<file path="src/rtl/axil_led_pattern_gpio_if.sv">
// AXI4-Lite channel bundle for the LED pattern GPIO (5-bit byte address, 32-bit data).
interface axil_led_pattern_gpio_if;
   logic [4:0]  S_AXI_AWADDR;
   logic        S_AXI_AWVALID;
   logic        S_AXI_AWREADY;
   logic [31:0] S_AXI_WDATA;
   logic [3:0]  S_AXI_WSTRB;
   logic        S_AXI_WVALID;
   logic        S_AXI_WREADY;
   logic [1:0]  S_AXI_BRESP;
   logic        S_AXI_BVALID;
   logic        S_AXI_BREADY;
   logic [4:0]  S_AXI_ARADDR;
   logic        S_AXI_ARVALID;
   logic        S_AXI_ARREADY;
   logic [31:0] S_AXI_RDATA;
   logic [1:0]  S_AXI_RRESP;
   logic        S_AXI_RVALID;
   logic        S_AXI_RREADY;

   modport slave (
      input  S_AXI_AWADDR, S_AXI_AWVALID, S_AXI_WDATA, S_AXI_WSTRB, S_AXI_WVALID,
             S_AXI_BREADY, S_AXI_ARADDR, S_AXI_ARVALID, S_AXI_RREADY,
      output S_AXI_AWREADY, S_AXI_WREADY, S_AXI_BRESP, S_AXI_BVALID,
             S_AXI_ARREADY, S_AXI_RDATA, S_AXI_RRESP, S_AXI_RVALID
   );

   modport master (
      output S_AXI_AWADDR, S_AXI_AWVALID, S_AXI_WDATA, S_AXI_WSTRB, S_AXI_WVALID,
             S_AXI_BREADY, S_AXI_ARADDR, S_AXI_ARVALID, S_AXI_RREADY,
      input  S_AXI_AWREADY, S_AXI_WREADY, S_AXI_BRESP, S_AXI_BVALID,
             S_AXI_ARREADY, S_AXI_RDATA, S_AXI_RRESP, S_AXI_RVALID
   );
endinterface

</file>
<file path="src/rtl/axil_led_pattern_gpio.sv">
// AXI4-Lite LED GPIO: per-channel static / blink / PWM / off, with a shared
// blink prescaler and a global 8-bit PWM duty.
module axil_led_pattern_gpio #(
   parameter int          NUM_CH       = 4,
   parameter logic [31:0] PRESCALE_RST = 32'd24_999_999,
   parameter logic [7:0]  DUTY_RST     = 8'h80
) (
   input  logic                    ACLK,
   input  logic                    ARESET,
   axil_led_pattern_gpio_if.slave  s_axi,
   output logic [NUM_CH-1:0]       led_o
);
   typedef enum logic {W_IDLE, W_RESP} w_state_t;
   typedef enum logic {R_IDLE, R_DATA} r_state_t;

   localparam logic [1:0] RESP_OKAY   = 2'b00;
   localparam logic [1:0] RESP_SLVERR = 2'b10;

   logic [NUM_CH-1:0]   data_r;
   logic [2*NUM_CH-1:0] mode_r;
   logic [31:0]         prescale_r;
   logic [7:0]          duty_r;

   logic [31:0] presc_cnt;
   logic        phase;
   logic [7:0]  pwm_cnt;
   logic        pwm_on;
   logic [NUM_CH-1:0] led_nxt;

   w_state_t    w_state, w_next;
   logic        aw_held, w_held;
   logic [2:0]  aw_idx_q;
   logic [31:0] wdata_q;
   logic [3:0]  wstrb_q;
   logic [1:0]  bresp_q;
   logic        aw_rdy, w_rdy, aw_hs, w_hs, wr_fire, wr_ok, presc_wr;
   logic [2:0]  wr_idx;
   logic [31:0] wr_data, wr_old, wr_new;
   logic [3:0]  wr_strb;

   r_state_t    r_state, r_next;
   logic        ar_rdy, ar_hs;
   logic [31:0] rdata_q, rd_data;
   logic [1:0]  rresp_q, rd_resp;

   // Byte-lane merge of a write beat into the current register contents.
   function automatic logic [31:0] merge(input logic [31:0] old, input logic [31:0] d,
                                         input logic [3:0] s);
      logic [31:0] r;
      for (int b = 0; b < 4; b++) r[8*b +: 8] = s[b] ? d[8*b +: 8] : old[8*b +: 8];
      return r;
   endfunction

   // ---------------- write channel ----------------
   assign aw_rdy  = !ARESET && (w_state == W_IDLE) && !aw_held;
   assign w_rdy   = !ARESET && (w_state == W_IDLE) && !w_held;
   assign aw_hs   = s_axi.S_AXI_AWVALID && aw_rdy;
   assign w_hs    = s_axi.S_AXI_WVALID && w_rdy;

   // A beat captured earlier takes precedence over the live bus value.
   assign wr_idx  = aw_held ? aw_idx_q : s_axi.S_AXI_AWADDR[4:2];
   assign wr_data = w_held  ? wdata_q  : s_axi.S_AXI_WDATA;
   assign wr_strb = w_held  ? wstrb_q  : s_axi.S_AXI_WSTRB;
   assign wr_ok   = (wr_idx < 3'd4);
   assign presc_wr = wr_fire && (wr_idx == 3'd2);

   assign s_axi.S_AXI_AWREADY = aw_rdy;
   assign s_axi.S_AXI_WREADY  = w_rdy;
   assign s_axi.S_AXI_BVALID  = (w_state == W_RESP);
   assign s_axi.S_AXI_BRESP   = bresp_q;

   always_ff @(posedge ACLK) begin
      if (ARESET) w_state <= W_IDLE;
      else        w_state <= w_next;
   end

   always_comb begin
      w_next  = w_state;
      wr_fire = 1'b0;
      case (w_state)
         W_IDLE: begin
            if ((aw_held || aw_hs) && (w_held || w_hs)) begin
               wr_fire = 1'b1;
               w_next  = W_RESP;
            end
         end
         W_RESP:  if (s_axi.S_AXI_BREADY) w_next = W_IDLE;
         default: w_next = W_IDLE;
      endcase
   end

   always_ff @(posedge ACLK) begin
      if (ARESET) begin
         aw_held  <= 1'b0;
         w_held   <= 1'b0;
         aw_idx_q <= '0;
         wdata_q  <= '0;
         wstrb_q  <= '0;
         bresp_q  <= RESP_OKAY;
      end else if (wr_fire) begin
         aw_held <= 1'b0;
         w_held  <= 1'b0;
         bresp_q <= wr_ok ? RESP_OKAY : RESP_SLVERR;
      end else begin
         if (aw_hs) begin
            aw_held  <= 1'b1;
            aw_idx_q <= s_axi.S_AXI_AWADDR[4:2];
         end
         if (w_hs) begin
            w_held  <= 1'b1;
            wdata_q <= s_axi.S_AXI_WDATA;
            wstrb_q <= s_axi.S_AXI_WSTRB;
         end
      end
   end

   // ---------------- register file ----------------
   always_comb begin
      wr_old = '0;
      case (wr_idx)
         3'd0:    wr_old = 32'(data_r);
         3'd1:    wr_old = 32'(mode_r);
         3'd2:    wr_old = prescale_r;
         3'd3:    wr_old = 32'(duty_r);
         default: wr_old = '0;
      endcase
      wr_new = merge(wr_old, wr_data, wr_strb);
   end

   always_ff @(posedge ACLK) begin
      if (ARESET) begin
         data_r     <= '0;
         mode_r     <= '0;
         prescale_r <= PRESCALE_RST;
         duty_r     <= DUTY_RST;
      end else if (wr_fire) begin
         case (wr_idx)
            3'd0:    data_r     <= wr_new[NUM_CH-1:0];
            3'd1:    mode_r     <= wr_new[2*NUM_CH-1:0];
            3'd2:    prescale_r <= wr_new;
            3'd3:    duty_r     <= wr_new[7:0];
            default: ;
         endcase
      end
   end

   // ---------------- read channel ----------------
   assign ar_rdy = !ARESET && (r_state == R_IDLE);
   assign ar_hs  = s_axi.S_AXI_ARVALID && ar_rdy;

   assign s_axi.S_AXI_ARREADY = ar_rdy;
   assign s_axi.S_AXI_RVALID  = (r_state == R_DATA);
   assign s_axi.S_AXI_RDATA   = rdata_q;
   assign s_axi.S_AXI_RRESP   = rresp_q;

   always_ff @(posedge ACLK) begin
      if (ARESET) r_state <= R_IDLE;
      else        r_state <= r_next;
   end

   always_comb begin
      r_next = r_state;
      case (r_state)
         R_IDLE:  if (ar_hs) r_next = R_DATA;
         R_DATA:  if (s_axi.S_AXI_RREADY) r_next = R_IDLE;
         default: r_next = R_IDLE;
      endcase
   end

   always_comb begin
      rd_data = '0;
      rd_resp = RESP_OKAY;
      case (s_axi.S_AXI_ARADDR[4:2])
         3'd0:    rd_data = 32'(data_r);
         3'd1:    rd_data = 32'(mode_r);
         3'd2:    rd_data = prescale_r;
         3'd3:    rd_data = 32'(duty_r);
         3'd4:    rd_data = 32'(led_o);
         default: rd_resp = RESP_SLVERR;
      endcase
   end

   // Snapshot taken at the AR handshake, so same-cycle writes are not visible.
   always_ff @(posedge ACLK) begin
      if (ARESET) begin
         rdata_q <= '0;
         rresp_q <= RESP_OKAY;
      end else if (ar_hs) begin
         rdata_q <= rd_data;
         rresp_q <= rd_resp;
      end
   end

   // ---------------- timebases and LED drive ----------------
   always_ff @(posedge ACLK) begin
      if (ARESET) begin
         presc_cnt <= '0;
         phase     <= 1'b0;
         pwm_cnt   <= '0;
      end else begin
         pwm_cnt <= pwm_cnt + 8'd1;
         if (presc_wr) begin
            presc_cnt <= '0;
            phase     <= 1'b0;
         end else if (presc_cnt == prescale_r) begin
            presc_cnt <= '0;
            phase     <= ~phase;
         end else begin
            presc_cnt <= presc_cnt + 32'd1;
         end
      end
   end

   assign pwm_on = (pwm_cnt < duty_r);

   always_comb begin
      led_nxt = '0;
      for (int i = 0; i < NUM_CH; i++) begin
         case (mode_r[2*i +: 2])
            2'b00:   led_nxt[i] = data_r[i];
            2'b01:   led_nxt[i] = data_r[i] & phase;
            2'b10:   led_nxt[i] = data_r[i] & pwm_on;
            default: led_nxt[i] = 1'b0;
         endcase
      end
   end

   always_ff @(posedge ACLK) begin
      if (ARESET) led_o <= '0;
      else        led_o <= led_nxt;
   end

   wire unused_addr_lsbs = &{1'b0, s_axi.S_AXI_AWADDR[1:0], s_axi.S_AXI_ARADDR[1:0]};
endmodule

</file>
<file path="src/flat_wrapper.sv">
// flat-port wrapper written by rule: the top's interface ports become plain ports
module axil_led_pattern_gpio_flat 
#(
   parameter int          NUM_CH       = 4,
   parameter logic [31:0] PRESCALE_RST = 32'd24_999_999,
   parameter logic [7:0]  DUTY_RST     = 8'h80
)
  (ACLK, ARESET, led_o, s_axi_S_AXI_AWADDR, s_axi_S_AXI_AWVALID, s_axi_S_AXI_WDATA, s_axi_S_AXI_WSTRB, s_axi_S_AXI_WVALID, s_axi_S_AXI_BREADY, s_axi_S_AXI_ARADDR, s_axi_S_AXI_ARVALID, s_axi_S_AXI_RREADY, s_axi_S_AXI_AWREADY, s_axi_S_AXI_WREADY, s_axi_S_AXI_BRESP, s_axi_S_AXI_BVALID, s_axi_S_AXI_ARREADY, s_axi_S_AXI_RDATA, s_axi_S_AXI_RRESP, s_axi_S_AXI_RVALID);
  axil_led_pattern_gpio_if s_axi_i ();
  input  logic ACLK;
  input  logic ARESET;
  output logic [NUM_CH-1:0] led_o;
  input wire logic [$bits(s_axi_i.S_AXI_AWADDR)-1:0] s_axi_S_AXI_AWADDR;
  input wire logic [$bits(s_axi_i.S_AXI_AWVALID)-1:0] s_axi_S_AXI_AWVALID;
  input wire logic [$bits(s_axi_i.S_AXI_WDATA)-1:0] s_axi_S_AXI_WDATA;
  input wire logic [$bits(s_axi_i.S_AXI_WSTRB)-1:0] s_axi_S_AXI_WSTRB;
  input wire logic [$bits(s_axi_i.S_AXI_WVALID)-1:0] s_axi_S_AXI_WVALID;
  input wire logic [$bits(s_axi_i.S_AXI_BREADY)-1:0] s_axi_S_AXI_BREADY;
  input wire logic [$bits(s_axi_i.S_AXI_ARADDR)-1:0] s_axi_S_AXI_ARADDR;
  input wire logic [$bits(s_axi_i.S_AXI_ARVALID)-1:0] s_axi_S_AXI_ARVALID;
  input wire logic [$bits(s_axi_i.S_AXI_RREADY)-1:0] s_axi_S_AXI_RREADY;
  output wire logic [$bits(s_axi_i.S_AXI_AWREADY)-1:0] s_axi_S_AXI_AWREADY;
  output wire logic [$bits(s_axi_i.S_AXI_WREADY)-1:0] s_axi_S_AXI_WREADY;
  output wire logic [$bits(s_axi_i.S_AXI_BRESP)-1:0] s_axi_S_AXI_BRESP;
  output wire logic [$bits(s_axi_i.S_AXI_BVALID)-1:0] s_axi_S_AXI_BVALID;
  output wire logic [$bits(s_axi_i.S_AXI_ARREADY)-1:0] s_axi_S_AXI_ARREADY;
  output wire logic [$bits(s_axi_i.S_AXI_RDATA)-1:0] s_axi_S_AXI_RDATA;
  output wire logic [$bits(s_axi_i.S_AXI_RRESP)-1:0] s_axi_S_AXI_RRESP;
  output wire logic [$bits(s_axi_i.S_AXI_RVALID)-1:0] s_axi_S_AXI_RVALID;
  assign s_axi_i.S_AXI_AWADDR = s_axi_S_AXI_AWADDR;
  assign s_axi_i.S_AXI_AWVALID = s_axi_S_AXI_AWVALID;
  assign s_axi_i.S_AXI_WDATA = s_axi_S_AXI_WDATA;
  assign s_axi_i.S_AXI_WSTRB = s_axi_S_AXI_WSTRB;
  assign s_axi_i.S_AXI_WVALID = s_axi_S_AXI_WVALID;
  assign s_axi_i.S_AXI_BREADY = s_axi_S_AXI_BREADY;
  assign s_axi_i.S_AXI_ARADDR = s_axi_S_AXI_ARADDR;
  assign s_axi_i.S_AXI_ARVALID = s_axi_S_AXI_ARVALID;
  assign s_axi_i.S_AXI_RREADY = s_axi_S_AXI_RREADY;
  assign s_axi_S_AXI_AWREADY = s_axi_i.S_AXI_AWREADY;
  assign s_axi_S_AXI_WREADY = s_axi_i.S_AXI_WREADY;
  assign s_axi_S_AXI_BRESP = s_axi_i.S_AXI_BRESP;
  assign s_axi_S_AXI_BVALID = s_axi_i.S_AXI_BVALID;
  assign s_axi_S_AXI_ARREADY = s_axi_i.S_AXI_ARREADY;
  assign s_axi_S_AXI_RDATA = s_axi_i.S_AXI_RDATA;
  assign s_axi_S_AXI_RRESP = s_axi_i.S_AXI_RRESP;
  assign s_axi_S_AXI_RVALID = s_axi_i.S_AXI_RVALID;
  axil_led_pattern_gpio #(.NUM_CH(NUM_CH), .PRESCALE_RST(PRESCALE_RST), .DUTY_RST(DUTY_RST)) u_core (.ACLK(ACLK), .ARESET(ARESET), .s_axi(s_axi_i), .led_o(led_o));
endmodule
</file>
<file path="config.mk">
export PLATFORM = sky130hd
export DESIGN_NAME = axil_led_pattern_gpio_flat
export DESIGN_NICKNAME = d
export VERILOG_FILES = /design/src/rtl/axil_led_pattern_gpio_if.sv /design/src/rtl/axil_led_pattern_gpio.sv /design/src/flat_wrapper.sv
export SDC_FILE = /design/constraint.sdc
export NUM_CORES = 1
export LEC_CHECK = 0
export ABC_AREA = 0
export CORE_ASPECT_RATIO = 0.7
export CORE_UTILIZATION = 48
export DETAILED_ROUTE_END_ITERATION = 8
export HOLD_SLACK_MARGIN = 0.08
export PLACE_DENSITY = 0.75
export SLEW_MARGIN = 20
export SYNTH_ARGS = -nofsm -noshare
export SYNTH_HDL_FRONTEND = slang
export SYNTH_SLANG_ARGS = --single-unit
</file>
<file path="constraint.sdc">
create_clock -name ACLK -period 2.02 [get_ports ACLK]
set_clock_uncertainty 0.05 [all_clocks]
set_input_delay 0.404 -clock ACLK [delete_from_list [all_inputs] [get_ports ACLK]]
set_output_delay 0.404 -clock ACLK [all_outputs]
set_load 0.05 [all_outputs]
</file>
After elaboration in Yosys (flattened, before gate mapping)
Index checks and enable logic that the tools add are counted.
Widths: inputs -> output; s select.
- bits in registers: 176
- input bits: 53
- output and inout port bits: 45
- word-level logic and storage cells: 111
- add/sub/neg operators: 2
- order comparisons: 2
- equality and inequality tests: 19
- multiplexer cells: 22
- bitwise operators: 12
- reduce and logical (&&, ||, !) cells: 33
- operators with widths (kind ; count):
    $pmux 32 s5 ; 1
    $pmux 32 s3 ; 1
    $add 32x1->32 const B ; 1
    $eq 32x32->1 ; 1
    $mux 32 ; 1
    $mux 8 ; 4
    $eq 3x2->1 const B ; 4
    $pmux 1 s3 ; 4
    $reduce_and 2->1 ; 6
    $logic_and 1x1->1 ; 9
    $reduce_and 3->1 ; 3
    $add 8x1->8 const B ; 1
    $and 1x1->1 ; 8
    $eq 2x1->1 const B ; 4
    $eq 2x2->1 const B ; 4
    $logic_not 2->1 ; 4
    $lt 8x8->1 ; 1
    $eq 3x1->1 const B ; 2
    $logic_not 3->1 ; 2
    $ne 2x1->1 const B ; 3
    $mux 1 ; 5
    $reduce_or 5->1 ; 1
    $mux 2 ; 2
    $mux 4 ; 1
    9 further kinds ; 17

Logic depth before layout (Yosys ltp)
Gate-level depths: netlist of the first run.
- depth in word-level cells: 10
- mapped depth: 8
- depth with buffers taken out: 7

Worst setup path before layout of the first run
OpenSTA, ideal clock, no wires.
- path kind: register to register
- from: register u_core.w_state (netlist: u_core.s_axi.S_AXI_BVALID)
- to: register u_core.wdata_q[10]
- setup time: 132 ps
- arrival: 2737 ps
- data required time: 1838 ps
- setup slack: -899 ps
- stages on the path, launching flop included: 6
- buffers on the path: 1
- period minus slack after synthesis: 2919 ps
- cell sequence: dfxtp_1 nor3_1 nand3_1 clkbuf_1 nand2_1 a21oi_1
- word-level cells in the longest chain between the ends: 10
- elaborated cells between the ends (all ways): 13
- those cells by class: mux (2); bitwise (2); reduce/logical (9)
- ends and longest elaborated chain (element ; RTL line ; text):
    from (decl) ; axil_led_pattern_gpio.sv:30 ; w_state_t w_state, w_next;
    from (signal assigned) ; axil_led_pattern_gpio.sv:74 ; else w_state <= w_next;
    $not 1->1 ; axil_led_pattern_gpio.sv:55 ; assign aw_rdy = !ARESET && (w_state == W_IDLE) && !aw_held;
    $logic_and 1x1->1 (2 in a row) ; axil_led_pattern_gpio.sv:55 ;
    via s_axi_S_AXI_AWREADY ; flat_wrapper.sv:22 ; output wire logic [$bits(s_axi_i.S_AXI_AWREADY)-1:0] s_axi_S_AXI_AWREADY;
    $logic_and 1x1->1 ; axil_led_pattern_gpio.sv:57 ; assign aw_hs = s_axi.S_AXI_AWVALID && aw_rdy;
    $logic_or 1x1->1 ; axil_led_pattern_gpio.sv:82 ; if ((aw_held || aw_hs) && (w_held || w_hs)) begin
    $logic_and 1x1->1 ; axil_led_pattern_gpio.sv:82 ;
    $mux 1 ; axil_led_pattern_gpio.sv:82 ;
    $mux 1 ; axil_led_pattern_gpio.sv:80 ; case (w_state)
    $not 1->1 (no line) ; -- ;
    $reduce_and 2->1 (no line) ; -- ;
    to (signal assigned) ; axil_led_pattern_gpio.sv:111 ; wdata_q <= s_axi.S_AXI_WDATA;
    to (decl) ; axil_led_pattern_gpio.sv:33 ; logic [31:0] wdata_q;
The timed path passes the listed nets, and every way through them passes these cells.
A chain may end at the register's enable or synchronous reset.

Worst setup path after layout of the first run
- from: input port s_axi_S_AXI_AWADDR[4]
- to: register u_core.data_r[2]
- word-level cells in the longest chain between the ends: 4
- elaborated cells between the ends (all ways): 8
- those cells by class: eq/ne (3); mux (3); reduce/logical (2)
- ends and longest elaborated chain (element ; RTL line ; text):
    from (decl) ; flat_wrapper.sv:13 ; input wire logic [$bits(s_axi_i.S_AXI_AWADDR)-1:0] s_axi_S_AXI_AWADDR;
    $mux 3 (*) ; axil_led_pattern_gpio.sv:61 ; assign wr_idx = aw_held ? aw_idx_q : s_axi.S_AXI_AWADDR[4:2];
    $eq 3x2->1 / $eq 3x1->1 (equally long branches) ; axil_led_pattern_gpio.sv:120 ; case (wr_idx)
    $pmux 32 s3 ; axil_led_pattern_gpio.sv:120 ;
    $mux 8 ; axil_led_pattern_gpio.sv:50 ; for (int b = 0; b < 4; b++) r[8*b +: 8] = s[b] ? d[8*b +: 8] : old[8*b +: 8];
    to (signal assigned) ; axil_led_pattern_gpio.sv:138 ; 3'd0: data_r <= wr_new[NUM_CH-1:0];
    to (decl) ; axil_led_pattern_gpio.sv:19 ; logic [NUM_CH-1:0] data_r;
Every way passes the cells marked *; elsewhere a longest branch is shown, timed or not. The select of a mux whose other input is x is not followed.

==> run summary, run 1 <==
worst min path class - flip-flop to flip-flop
commonest non-fill, non-tap cells in the layout - dfxtp_1 (172), nor2_1 (123), nand2_1 (98)
nets - 1123
Final min period - 1.97 ns
Yosys reg bits - 174
worst vdd ir - 417 uV
Final Max Slew Viols - 0
die outline height - 111 um
number of synthesized flops with an enable pin - 0
Final Setup Violations - 0
total die area - 17600 um2
Rows - 39
Int Pwr - 5.69 mW
Worst-Skew Late Latency - 0.44 ns
Layout area overhead - 26.7%
worst hold start - u_core.wdata_q[22]
H-tree levels - 4
crit end category - flip-flop
post-synthesis sequential area ratio - 42.5%
CTS Root Cell - clkbuf_16
global-route wire length before repair - 35400 um
TritonCTS clock tree - done
cell count after placement - 1255
Clock Tree Buf Depth - 2
sequential group share of total power - 45.7%
outcome - finished clean
Worst Path Class, Setup - input port to flip-flop
Clock Sink Count - 174
sw frac - 27.4%
vias in the first global route - 6500
Mapped Cells - 921
CORE AREA - 16500 um2
post-route insts no fill - 1287
leading cell type in the layout, fill and taps excluded - dfxtp_1
share of cells above drive strength 1 - 15.1%
clk slew on worst S/H paths - 0.07 ns
mapped cell area - 8200 um2
drt initial violations - 711
GP Congestion - 0.902
clock share of power - 41.5%
Total Wirelength - 22000 um
largest net degree at the start of global routing - 45
Synth Flop Type - dfxtp_1
synth unique cells - 57
asr flop ratio synth - 0%
Port Buf Inserts - 91
setup bufs post-CTS - 0
gr ovfl total - 0
Starting Density - 49.7%
Gate power share - 12.8%
synthesized area per cell - 8.90 um2
DR vias - 7162
startpoint types - input port
total CTS buffers - 17
setup TNS - 0 ns
Post-route DRC - 0
Worst-Margin Slew - 0.527 ns
Req. time, crit path - 2.32 ns
routed len/inst - 17.1 um
vias per cell - 5.56
Die X - 158 um
initial antenna violation count - 0
Antenna diodes - 0
final period utilization - 97.6%
crit-path max FO - 4
Tot GR Track Use - 26.2%
cell area power density - 754 nW/um2
maxcap violations - 0
DRT Pass-1 Iters - 5
NetSw - 2.14 mW
P_leak - 4.13 nW
antenna viol nets, final - 0
FF-to-FF Start - u_core.aw_held
slew margin rel. - 65.0%
Worst Path Arrival - 2.27 ns
FMAX - 507 MHz
Top-Level Pins - 98
dpl hpwl - 16300 um
Fin. Hold Viols - 0
Worst Setup SP - s_axi_S_AXI_AWADDR[4]
Synth warnings - 0
kinds of logic after synthesis:
family                     Yosys count  share of synthesized area [%]
DFF                                174                           42.5
other                                1                         0.0458
and+or+nand+nor                    328                           18.8
buffers and inverters               77                           4.37
muxes                               67                           8.60
AOI/OAI and AO/OA                  185                           15.2
adders and majority gates           21                           3.21
xor gates and xnor gates            68                           7.27
worst paths after layout:
path,end,slack (ns),cells past startpoint
min,u_core.wdata_q[22],0.40,2
min reg2reg,u_core.wdata_q[22],0.40,2
max,u_core.data_r[2],0.05,6
max reg2reg,u_core.data_r[2],0.09,5
metal layers:
metal | up-vias | global-route usage (%) | part of all wire (%)
met2 | 281 | 32.7 | 38
met4 | 0 | 7.76 | 1.4
li1 | 3492 | - | -
met5 | - | 0 | 0
met1 | 3355 | 42.3 | 52
met3 | 34 | 6.65 | 8.7
power groups by stage:
stage	Combinational, mW	Sequential (mW)	Clock, mW
floorplan	0.549	3.67	0
finish	1.01	3.57	3.25
CTS	0.976	3.57	3.28
detailed placement	0.975	3.65	0
global placement	0.962	3.65	0
global route	1.08	3.58	3.44
through the flow:
step                      hold slack, ns  util [%]  setup slack [ns]  power (mW)  instance area [um2]
final                              0.404      63.0            0.0476        7.83                10400
after CTS                          0.405      62.6            0.0149        7.83                10300
after floorplan                    0.371         -            0.0134        4.22                 8240
after detailed placement           0.396      59.2            -0.404        4.62                 9770
after global routing               0.420      63.0           -0.0265        8.10                10400
after global placement             0.390      59.2            -0.359        4.61                 9770
what timing repair did:
action                     in CTS  in global routing
setup endpoints to repair      54                 39
hold buffers                    0                  0
pin swaps                       0                  1
hold endpoints to repair        0                  0
gates resized for setup        36                 13
state kept, by name, summed over array words and instances (netlist names):
signal,count
u_core.wdata_q,32
u_core.presc_cnt,32
u_core.prescale_r,32
u_core.pwm_cnt,8
u_core.w_held,1
u_core.s_axi.S_AXI_BRESP,1
u_core.phase,1
u_core.s_axi.S_AXI_RVALID,1
u_core.led_o,4
u_core.s_axi.S_AXI_RRESP,1
u_core.aw_held,1
u_core.mode_r,8
u_core.s_axi.S_AXI_RDATA,32
u_core.aw_idx_q,3
u_core.s_axi.S_AXI_BVALID,1
u_core.data_r,4
u_core.wstrb_q,4
u_core.duty_r,8
synthesized netlist by cell type, drive strengths merged (2+ instances only):
cell / count / area share (%)
inv: 23 / 1.1
nand2: 98 / 4.5
ha: 21 / 3.2
o21a: 2 / 0.18
a21oi: 60 / 3.7
nor2b: 10 / 0.76
xnor2: 8 / 0.85
a21o: 2 / 0.18
nand3: 22 / 1.3
nand2b: 2 / 0.15
buf: 29 / 2.2
o22ai: 8 / 0.61
and3: 11 / 0.84
a22oi: 40 / 3.7
nor2: 126 / 5.8
o31a: 4 / 0.43
nor4: 20 / 2.0
nand3b: 2 / 0.18
a211oi: 29 / 2.8
mux2: 11 / 1.6
a22o: 4 / 0.43
nor3: 10 / 0.67
o211ai: 10 / 0.92
and4: 8 / 0.85
nand4: 9 / 0.69
xor2: 60 / 6.4
clkbuf: 25 / 1.2
and2: 5 / 0.38
or3: 2 / 0.15
dfxtp: 174 / 43
mux2i: 56 / 7.0
a221oi: 4 / 0.73
o21ai: 17 / 1.0
cell type report:
cell class	count	area [um2]
multi-input cells	671	4470
flip-flops and latches	174	3490
repair buffers	162	1480
well taps	225	282
fillers	1424	6110
inverters	23	86.3
clock buffers	18	429
clock inverters	14	153
critical path, stage by stage:
cell and delay, ns:
clkdlybuf4s50_1 0.52, mux2_2 0.34, a21o_1 0.25, a221oi_2 0.37, a21oi_2 0.14, a211oi_1 0.24
No activity file was read; power rests on OpenSTA's default activity.
==> run 2, diff against run 1 <==
SLEW_MARGIN = default   (was 20)
==> results of run 2 <==
No change in the layout: final DEF, timing and power equal those of run 1.
==> run 3, diff against run 2 <==
CORE_MARGIN = 1.5   (was default)
==> run 3 against run 2 <==
Routed wire length up 2.1%. Clock-buffer cell count stayed put. Combinational power about the same. Sequential power hardly changed. First-iteration DRC count shrank 18%. Largest power group unchanged. Non-clock buffer count did not move. Clock power down 3%. Die area grew 1.5%.
==> run summary, run 3 (synthesis results as in run 1) <==
outcome - finished clean
die outline height - 112 um
register-to-register setup slack - 0.08 ns
FF-to-FF path depth - 6
Final min period - 1.95 ns
total die area - 17900 um2
Worst-Skew Late Latency - 0.43 ns
CTS Root Cell - clkbuf_16
post-route insts no fill - 1286
Final Cell Area - 10400 um2
gr ovfl total - 0
DRT Pass-1 Iters - 5
Cell Chain, Critical Path - buf_4 -> nor3_4 -> buf_12
Worst Path Arrival - 1.49 ns
H-tree levels - 4
initial antenna violation count - 0
final period utilization - 96.4%
cell count after placement - 1256
crit end category - output port
Top-Level Pins - 98
global-route wire length before repair - 35600 um
Total Wirelength - 22400 um
startpoint types - flip-flop
total CTS buffers - 17
Worst-Margin Slew - 0.577 ns
TritonCTS clock tree - done
Clock Tree Buf Depth - 2
dpl hpwl - 16600 um
R2R Path End - u_core.data_r[2]
buffers and inverters on the worst path - 2
vias per cell - 5.55
cell area power density - 746 nW/um2
Hold Path Sink - u_core.wdata_q[14]
total power - 7.75 mW
DR vias - 7140
commonest non-fill, non-tap cells in the layout - dfxtp_1 (172), nor2_1 (122), nand2_1 (98)
worst hold start - ARESET
clk slew on worst S/H paths - 0.07 ns
worst min path class - input port to flip-flop
Clock Sink Count - 174
Layout Utilization - 63.0%
Worst Path Class, Setup - flip-flop to output port
Final Setup Violations - 0
unrepaired setup endpoints after global routing - yes
master of the slowest instance on the critical path - dfxtp_4
Die X - 159 um
Rows - 39
P_leak - 4.13 nW
CORE AREA - 16500 um2
vias in the first global route - 6569
Tot GR Track Use - 25.5%
Hold Path Stages - 3
largest net degree at the start of global routing - 53
Starting Density - 49.7%
drt initial violations - 584
Antenna diodes - 0
Port Buf Inserts - 91
GP Congestion - 0.859
nets - 1123
Req. time, crit path - 1.57 ns
Fin. Hold Viols - 0
DP Area - 9800 um2
worst vdd ir - 414 uV
share of cells above drive strength 1 - 14.9%
Post-route DRC - 0
slew margin rel. - 61.5%
FF-to-FF Start - u_core.aw_held
antenna viol nets, final - 0
leading cell type in the layout, fill and taps excluded - dfxtp_1
FMAX - 513 MHz
Top Family by Delay on Critical Path - flip-flops
max incr delay on CP - 0.38 ns
Layout area overhead - 26.8%
maxcap violations - 0
crit-path max FO - 6
routed len/inst - 17.4 um
Final Max Slew Viols - 0
==> run 3: layer usage <==
layer  track usage, %  wire length [um]  up-vias
met4             6.98               275        0
met5                0                 0        -
met2             33.9              8690      273
met1             40.3             11600     3355
li1                 -                 -     3489
met3             5.69              1860       23
==> run 3: worst max path at each step <==
stage	from	endpoint	slack [ns]	cells after the start
2_1_floorplan	u_core.s_axi.S_AXI_BVALID	u_core.mode_r[0]	0.01	8
3_3_place_gp	s_axi_S_AXI_WVALID	u_core.prescale_r[2]	-0.34	7
3_5_place_dp	s_axi_S_AXI_AWADDR[3]	u_core.prescale_r[23]	-0.40	9
4_1_cts	s_axi_S_AXI_WVALID	u_core.prescale_r[2]	0.04	6
5_1_grt	s_axi_S_AXI_WVALID	u_core.prescale_r[15]	-0.005	8
6_report	u_core.aw_held	s_axi_S_AXI_AWREADY	0.07	3
==> run 3: stage by stage <==
stage / setup WS [ns] / setup TNS [ns] / hold WS [ns]
floorplan: 0.0134 / 0 / 0.371
global placement: -0.339 / -22.53 / 0.390
detailed placement: -0.395 / -25.03 / 0.397
CTS: 0.0351 / 0 / 0.282
global route: -0.00529 / -0.0116 / 0.314
finish: 0.0722 / 0 / 0.307
==> run 3: layout make-up <==
class	instances	area, um2
Sequential cell	174	3490
Fill cell	1428	6100
Timing Repair Buffer	162	1510
Tap cell	225	282
Inverter	23	86.3
Multi-Input combinational cell	671	4470
Clock inverter	13	130
Clock buffer	18	429
==> run 3: repair_timing <==
| item | in CTS | in global routing |
|---|---|---|
| hold buffers | 0 | 0 |
| resized for setup | 33 | 16 |
| pin swaps | 0 | 0 |
| endpoints found under the setup margin | 57 | 52 |
| buffers inserted | 0 | 0 |
==> run 3: tightest hold or removal path, stage by stage <==
cell and delay, ns:
buf_4 0.10, buf_4 0.18, a21oi_1 0.05
==> run 3: where the power goes <==
group | total, mW | switching (mW) | internal [mW]
clock network | 3.16 | 1.45 | 1.72
registers | 3.57 | 0.0688 | 3.50
logic | 1.02 | 0.578 | 0.441
total | 7.75 | 2.10 | 5.66
